`config.mk`:
```
export PLATFORM = sky130hd
export DESIGN_NAME = ps2_host_tx
export DESIGN_NICKNAME = d
export VERILOG_FILES = /design/src/rtl/ps2_pkg.sv /design/src/rtl/ps2_line_filter.sv /design/src/rtl/ps2_host_tx.sv
export SDC_FILE = /design/constraint.sdc
export NUM_CORES = 1
export LEC_CHECK = 0
export ABC_AREA = 1
export ABC_CLOCK_PERIOD_IN_PS = 2100
export CAP_MARGIN = 20
export CORE_MARGIN = 2
export CORE_UTILIZATION = 40
export CTS_CLUSTER_DIAMETER = 120
export CTS_CLUSTER_SIZE = 25
export DETAILED_ROUTE_END_ITERATION = 8
export GPL_TIMING_DRIVEN = 0
export HOLD_SLACK_MARGIN = 0.1
export PLACE_DENSITY = 0.66
export REMOVE_ABC_BUFFERS = 1
export SKIP_CTS_REPAIR_TIMING = 1
export SLEW_MARGIN = 20
export SYNTH_ARGS = -nofsm -noshare
export SYNTH_HDL_FRONTEND = slang
export SYNTH_SLANG_ARGS = --single-unit
```
`constraint.sdc`:
```
create_clock -name i_clk -period 2.1 [get_ports i_clk]
set_input_delay 0.21 -clock i_clk [delete_from_list [all_inputs] [get_ports i_clk]]
set_output_delay 0.21 -clock i_clk [all_outputs]
set_load 0.1 [all_outputs]
```
`src/rtl/ps2_pkg.sv`:
```
// ps2_pkg: shared PS/2 host states, command bytes and frame builder
package ps2_pkg;
  typedef enum logic [2:0] {
    ST_IDLE,
    ST_INHIBIT,
    ST_REQ,
    ST_START,
    ST_BITS,
    ST_ACK,
    ST_WAIT_IDLE
  } state_t;
  localparam logic [7:0] PS2_CMD_SET_LEDS = 8'hED;
  localparam logic [7:0] PS2_CMD_RESET    = 8'hFF;
  localparam logic [7:0] PS2_CMD_ENABLE   = 8'hF4;
  localparam logic [7:0] PS2_CMD_RESEND   = 8'hFE;
  localparam logic [7:0] PS2_RSP_ACK      = 8'hFA;
  // {stop, odd parity, data, start}: bit 0 is the start bit driven during REQ/START
  function automatic logic [10:0] ps2_frame(input logic [7:0] d);
    return {1'b1, ~^d, d, 1'b0};
  endfunction
endpackage

```
`src/rtl/ps2_line_filter.sv`:
```
// ps2_line_filter: 2-FF synchroniser, FILTER_LEN-sample debounce and falling-edge strobe
module ps2_line_filter #(
  parameter int FILTER_LEN = 8
) (
  input  logic i_clk,
  input  logic i_rst_n,
  input  logic i_pin,
  output logic o_level,
  output logic o_fall
);
  localparam int CW = $clog2(FILTER_LEN) + 1;
  logic [1:0]    r_sync;
  logic [CW-1:0] r_cnt;
  logic          r_level;
  logic          r_fall;
  // level changes only after FILTER_LEN consecutive differing synchronised samples
  always_ff @(posedge i_clk) begin
    if (!i_rst_n) begin
      r_sync  <= 2'b11;
      r_cnt   <= '0;
      r_level <= 1'b1;
      r_fall  <= 1'b0;
    end else begin
      r_sync <= {r_sync[0], i_pin};
      r_fall <= 1'b0;
      if (r_sync[1] == r_level) r_cnt <= '0;
      else if (r_cnt == CW'(FILTER_LEN - 1)) begin
        r_level <= r_sync[1];
        r_cnt   <= '0;
        r_fall  <= r_level;
      end else r_cnt <= r_cnt + 1'b1;
    end
  end
  assign o_level = r_level;
  assign o_fall  = r_fall;
endmodule

```
`src/rtl/ps2_host_tx.sv`:
```
// ps2_host_tx: host-to-device PS/2 command transmitter with ACK check and timeout
module ps2_host_tx
  import ps2_pkg::*;
#(
  parameter int INHIBIT_CYCLES = 12000,
  parameter int TIMEOUT_CYCLES = 1500000,
  parameter int FILTER_LEN     = 8
) (
  input  logic       i_clk,
  input  logic       i_rst_n,
  input  logic [7:0] i_tx_data,
  input  logic       i_tx_valid,
  output logic       o_tx_ready,
  input  logic       i_ps2_clk_in,
  input  logic       i_ps2_data_in,
  output logic       o_ps2_clk_oe,
  output logic       o_ps2_data_oe,
  output logic       o_busy,
  output logic       o_rx_inhibit,
  output logic       o_done,
  output logic       o_ack_ok,
  output logic       o_err
);
  localparam logic [20:0] INH_LAST = 21'(INHIBIT_CYCLES - 1);
  localparam logic [20:0] TO_LAST  = 21'(TIMEOUT_CYCLES - 1);
  state_t      r_state;
  logic [20:0] r_cnt;
  logic [3:0]  r_idx;
  logic [10:0] r_frame;
  logic        r_clk_oe, r_data_oe, r_done, r_err, r_ack_ok, r_nack;
  logic        w_clk_lvl, w_clk_fall, w_data_lvl, w_unused_data_fall;
  logic [3:0]  w_idx;
  ps2_line_filter #(.FILTER_LEN(FILTER_LEN)) u_clk_filt (
    .i_clk(i_clk), .i_rst_n(i_rst_n), .i_pin(i_ps2_clk_in), .o_level(w_clk_lvl), .o_fall(w_clk_fall)
  );
  ps2_line_filter #(.FILTER_LEN(FILTER_LEN)) u_data_filt (
    .i_clk(i_clk), .i_rst_n(i_rst_n), .i_pin(i_ps2_data_in), .o_level(w_data_lvl), .o_fall(w_unused_data_fall)
  );
  assign w_idx = (r_state == ST_START) ? 4'd1 : r_idx;
  // request sequencer: inhibit, start bit, clock out data/parity/stop, check ACK, wait for idle bus
  always_ff @(posedge i_clk) begin
    if (!i_rst_n) begin
      r_state   <= ST_IDLE;
      r_cnt     <= '0;
      r_idx     <= '0;
      r_frame   <= '0;
      r_clk_oe  <= 1'b0;
      r_data_oe <= 1'b0;
      r_done    <= 1'b0;
      r_err     <= 1'b0;
      r_ack_ok  <= 1'b0;
      r_nack    <= 1'b0;
    end else begin
      r_done <= 1'b0;
      r_err  <= 1'b0;
      case (r_state)
        ST_IDLE: if (i_tx_valid) begin
          r_frame   <= ps2_frame(i_tx_data);
          r_cnt     <= '0;
          r_ack_ok  <= 1'b0;
          r_nack    <= 1'b0;
          r_clk_oe  <= 1'b1;
          r_data_oe <= 1'b0;
          r_state   <= ST_INHIBIT;
        end
        ST_INHIBIT: if (r_cnt == INH_LAST) begin
          r_data_oe <= 1'b1;
          r_state   <= ST_REQ;
        end else r_cnt <= r_cnt + 1'b1;
        ST_REQ: begin
          r_clk_oe <= 1'b0;
          r_cnt    <= '0;
          r_state  <= ST_START;
        end
        default: if (r_state == ST_WAIT_IDLE && w_clk_lvl && w_data_lvl) begin
          r_done  <= 1'b1;
          r_err   <= r_nack;
          r_state <= ST_IDLE;
        end else if (w_clk_fall) begin
          r_cnt <= '0;
          if (r_state == ST_ACK) begin
            r_ack_ok <= ~w_data_lvl;
            r_nack   <= w_data_lvl;
            r_state  <= ST_WAIT_IDLE;
          end else if (r_state != ST_WAIT_IDLE) begin
            r_data_oe <= ~r_frame[w_idx];
            r_idx     <= w_idx + 1'b1;
            r_state   <= (w_idx == 4'd10) ? ST_ACK : ST_BITS;
          end
        end else if (r_cnt == TO_LAST) begin
          r_clk_oe  <= 1'b0;
          r_data_oe <= 1'b0;
          r_ack_ok  <= 1'b0;
          r_done    <= 1'b1;
          r_err     <= 1'b1;
          r_state   <= ST_IDLE;
        end else r_cnt <= r_cnt + 1'b1;
      endcase
    end
  end
  assign o_tx_ready    = (r_state == ST_IDLE);
  assign o_busy        = (r_state != ST_IDLE);
  assign o_rx_inhibit  = o_busy;
  assign o_ps2_clk_oe  = r_clk_oe;
  assign o_ps2_data_oe = r_data_oe;
  assign o_done        = r_done;
  assign o_ack_ok      = r_ack_ok;
  assign o_err         = r_err;
endmodule

```
==> results.py <==
metrics = {
    "outcome": {
        "status": "completed",
    },
    "run": {
        "drv_cap": 0,
    },
    "global_routing": {
        "track_usage": 0.1848,
        "use_met2": 0.3045,
        "use_met1": 0.2378,
        "use_met3": 0.03741,
        "antenna_found_initial": 0,
        "grt_max_degree": 28,
        "grt_pass1_wl_um": 14620,
        "grt_overflow": 0,
        "grt.busiest_layer": "met2",
        "first_global_vias": 3253,
    },
    "setup_path": {
        "r2r_slack_ns": 0.11,
        "critPathKind": "flop to output port",
        "critPathRequiredTime_ns": 1.89,
        "ff2ff_path_depth": 10,
        "r2r_end": "r_cnt[20]",
        "path_cells": "clkdlybuf4s50_1",
        "cp.arrival_ns": 1.82,
        "cp_slowest_cell": "clkdlybuf4s50_1",
        "rr_startpoint": "r_cnt[0]",
        "worst-path-buf-inv": 1,
        "startpoint_type": "flop",
        "cp_max_fo": 2,
        "critical_path.top_delay_family": "buffers and inverters",
        "cp-end-kind": "output port",
        "cpPeakStageDelay_ns": 1.14,
    },
    "logic_synthesis": {
        "ys_types": 35,
        "ys_seq_area_frac": 0.3396,
        "ys_ff_latch": 59,
        "synth_warnings": 0,
        "synth_area_mm2": 0.003478,
        "synth_area_per_cell_um2": 6.371,
        "syn_inst": 546,
    },
    "pwr": {
        "ir_worst_vdd_mv": 1.376,
        "p_leak_nw": 1.632,
        "p_per_area_mw_per_mm2": 1007,
        "power.total_mw": 4.075,
    },
    "min_path": {
        "hold_class": "flop to flop",
        "min_to": "u_clk_filt.r_sync[1]",
        "hold_start": "u_clk_filt.r_sync[0]",
        "hold_depth": 1,
    },
    "cts": {
        "clk_pin_slew_ns": 0.07,
        "cts_tree": "done",
        "htree_num_levels": 3,
        "cts_root_buffer": "clkbuf_8",
        "clk_latency_ns": 0.35,
        "cts.sinks": 59,
        "clk_path_buf_depth": 2,
        "numCtsBuffers": 9,
    },
    "sta": {
        "fin_crit_sh": 0.9652,
        "worstMarginPinSlew_ns": 0.9833,
        "grt_setup_unrepaired": "no",
        "slew_violations": 0,
        "relSlewSlack": 0.3424,
        "clock_skew_ns": 0.01515,
        "hold_violations": 0,
        "whs_ns": 0.4154,
        "setup_violations": 0,
        "period_minus_slack_ns": 2.027,
        "clock.fmax_mhz": 493.4,
    },
    "floorplan": {
        "start_util": 0.4048,
        "die_area_mm2": 0.009458,
        "core_area_mm2": 0.008593,
        "rows": 34,
        "ios": 21,
        "die_h_um": 97.25,
        "die_width_um": 97.25,
    },
    "finish": {
        "areaGrowthSynthToFinish_pct": 16.37,
        "n_antenna_cell": 0,
        "drive_gt1_frac": 0.1045,
        "nets": 585,
    },
    "routing": {
        "ant_nets": 0,
        "routedWlPerCell_um": 12.83,
        "routed_wl_um": 8748,
        "vias_per_cell": 5.136,
        "first_pass_iters": 5,
        "vias": 3503,
        "drc_errors": 0,
        "drtIter0Drc": 261,
    },
    "place": {
        "portBuffers": 20,
        "place_congestion": 0.9004,
        "place_hpwl_um": 5807,
    },
}
## through the flow
stage               setup slack [ns]  utilization  instances  cell area (um^2)  TNS, ns
finish                       0.07318       0.4710        682              4048        0
CTS                          -0.4423       0.4608        676              3960   -7.093
global placement             -0.7727       0.4342        660              3731   -17.32
detailed placement           -0.8325       0.4345        660              3734   -18.38
floorplan                    -0.2875            -        532              3396   -4.338
global route                0.002577       0.4710        682              4048        0
## power breakdown
group / total (mW) / switching (mW) / internal, mW / leakage (nW)
logic: 1.51 / 1.14 / 0.373 / 1.04
clock network: 1.19 / 0.493 / 0.700 / 0.108
registers: 1.37 / 0.112 / 1.26 / 0.481
## state kept, by name, summed over array words and instances, names as in the netlist, 2 cells and up
register,cells
r_frame,10
u_clk_filt.r_cnt,4
r_state,3
r_idx,4
u_clk_filt.r_sync,2
r_cnt,21
u_data_filt.r_sync,2
u_data_filt.r_cnt,4
## worst reg2reg max path, stage by stage (launching register included)
cell	delay, ns
dfxtp_4	0.39
ha_4	0.18
inv_1	0.04
nor2_1	0.23
nand2_1	0.17
nor2_1	0.18
nand2_1	0.09
nor3_1	0.29
nand4_1	0.15
nand2_1	0.10
nor2_1	0.04
## cell families (layout without fill, tap and decap cells)
logic type	count (synthesis)	count (layout)	share of synthesized area
xor gates and xnor gates	14	14	0.03525
DFF	59	59	0.3396
and+or+nand+nor	337	338	0.4288
adders and majority gates	3	3	0.01079
AOI/OAI and AO/OA	66	66	0.1032
buffers and inverters	67	94	0.08237
## layout make-up
class | instances | area [um^2]
Clock buffer | 10 | 137.6
Clock inverter | 6 | 88.84
Fill cell | 887 | 4546
Inverter | 53 | 211.5
Multi-Input combinational cell | 421 | 2053
Sequential cell | 59 | 1186
Tap cell | 108 | 135.1
Timing Repair Buffer | 23 | 225.2
Timing Repair inverter | 2 | 10.01
## worst max path at each step
stage / slack [ns] / endpoint / start / cells after the start
after detailed placement: -0.83 / u_clk_filt.r_cnt[2] / i_rst_n / 5
final: 0.07 / o_ps2_data_oe / o_ps2_data_oe / 1
after global placement: -0.77 / u_clk_filt.r_cnt[2] / i_rst_n / 5
after CTS: -0.44 / u_clk_filt.r_cnt[2] / i_rst_n / 5
after global routing: 0.003 / r_cnt[1] / r_cnt[0] / 11
after floorplan: -0.29 / r_cnt[0] / r_state[0] / 9
## per-layer routing
layer | up-vias | part of all wire
met5 | - | 0
met4 | 0 | 0.017
met3 | 15 | 0.048
met2 | 99 | 0.47
met1 | 1577 | 0.47
li1 | 1812 | -
## placed cells by master (no fill, tap or decap), drive strengths merged
cell type        n
nand2          168
nor2            88
dfxtp           59
inv             51
nand3           45
a21oi           30
o21ai           27
nand4           23
clkdlybuf4s50   16
clkbuf          11
xnor2            8
xor2             6
clkinvlp         6
nor3             6
or2              5
a211oi           3
dlymetal6s2s     3
buf              3
ha               3
nor3b            2
o21a             2
o21bai           2
bufinv           2
clkinv           2
a31oi            1
o211ai           1
and2             1
## cells in the mapped netlist
master / number / share of area
clkbuf_1: 6 / 0.0065
o21bai_1: 2 / 0.0043
nor2_4: 3 / 0.0097
a31oi_1: 1 / 0.0018
o211ai_1: 1 / 0.0022
nor2_1: 82 / 0.088
a211oi_1: 3 / 0.0065
nand3_2: 3 / 0.0086
clkinv_1: 1 / 0.0011
buf_2: 3 / 0.0043
xor2_1: 6 / 0.015
a21oi_2: 2 / 0.0050
nand2_4: 2 / 0.0065
buf_4: 1 / 0.0022
o21ai_0: 27 / 0.039
nand2_2: 5 / 0.0090
and2_1: 1 / 0.0018
nor3b_1: 2 / 0.0043
xnor2_1: 8 / 0.020
buf_6: 3 / 0.0097
nand3_1: 42 / 0.060
nand2_1: 160 / 0.17
nand4_1: 23 / 0.041
or2_2: 5 / 0.0090
o21a_1: 2 / 0.0043
buf_1: 1 / 0.0011
ha_1: 3 / 0.011
inv_1: 48 / 0.052
dfxtp_1: 59 / 0.34
nor3_1: 4 / 0.0058
nor3_2: 2 / 0.0058
nor2_2: 3 / 0.0054
inv_6: 1 / 0.0025
inv_2: 3 / 0.0032
a21oi_1: 28 / 0.040
No activity file was read; power rests on OpenSTA's default activity.
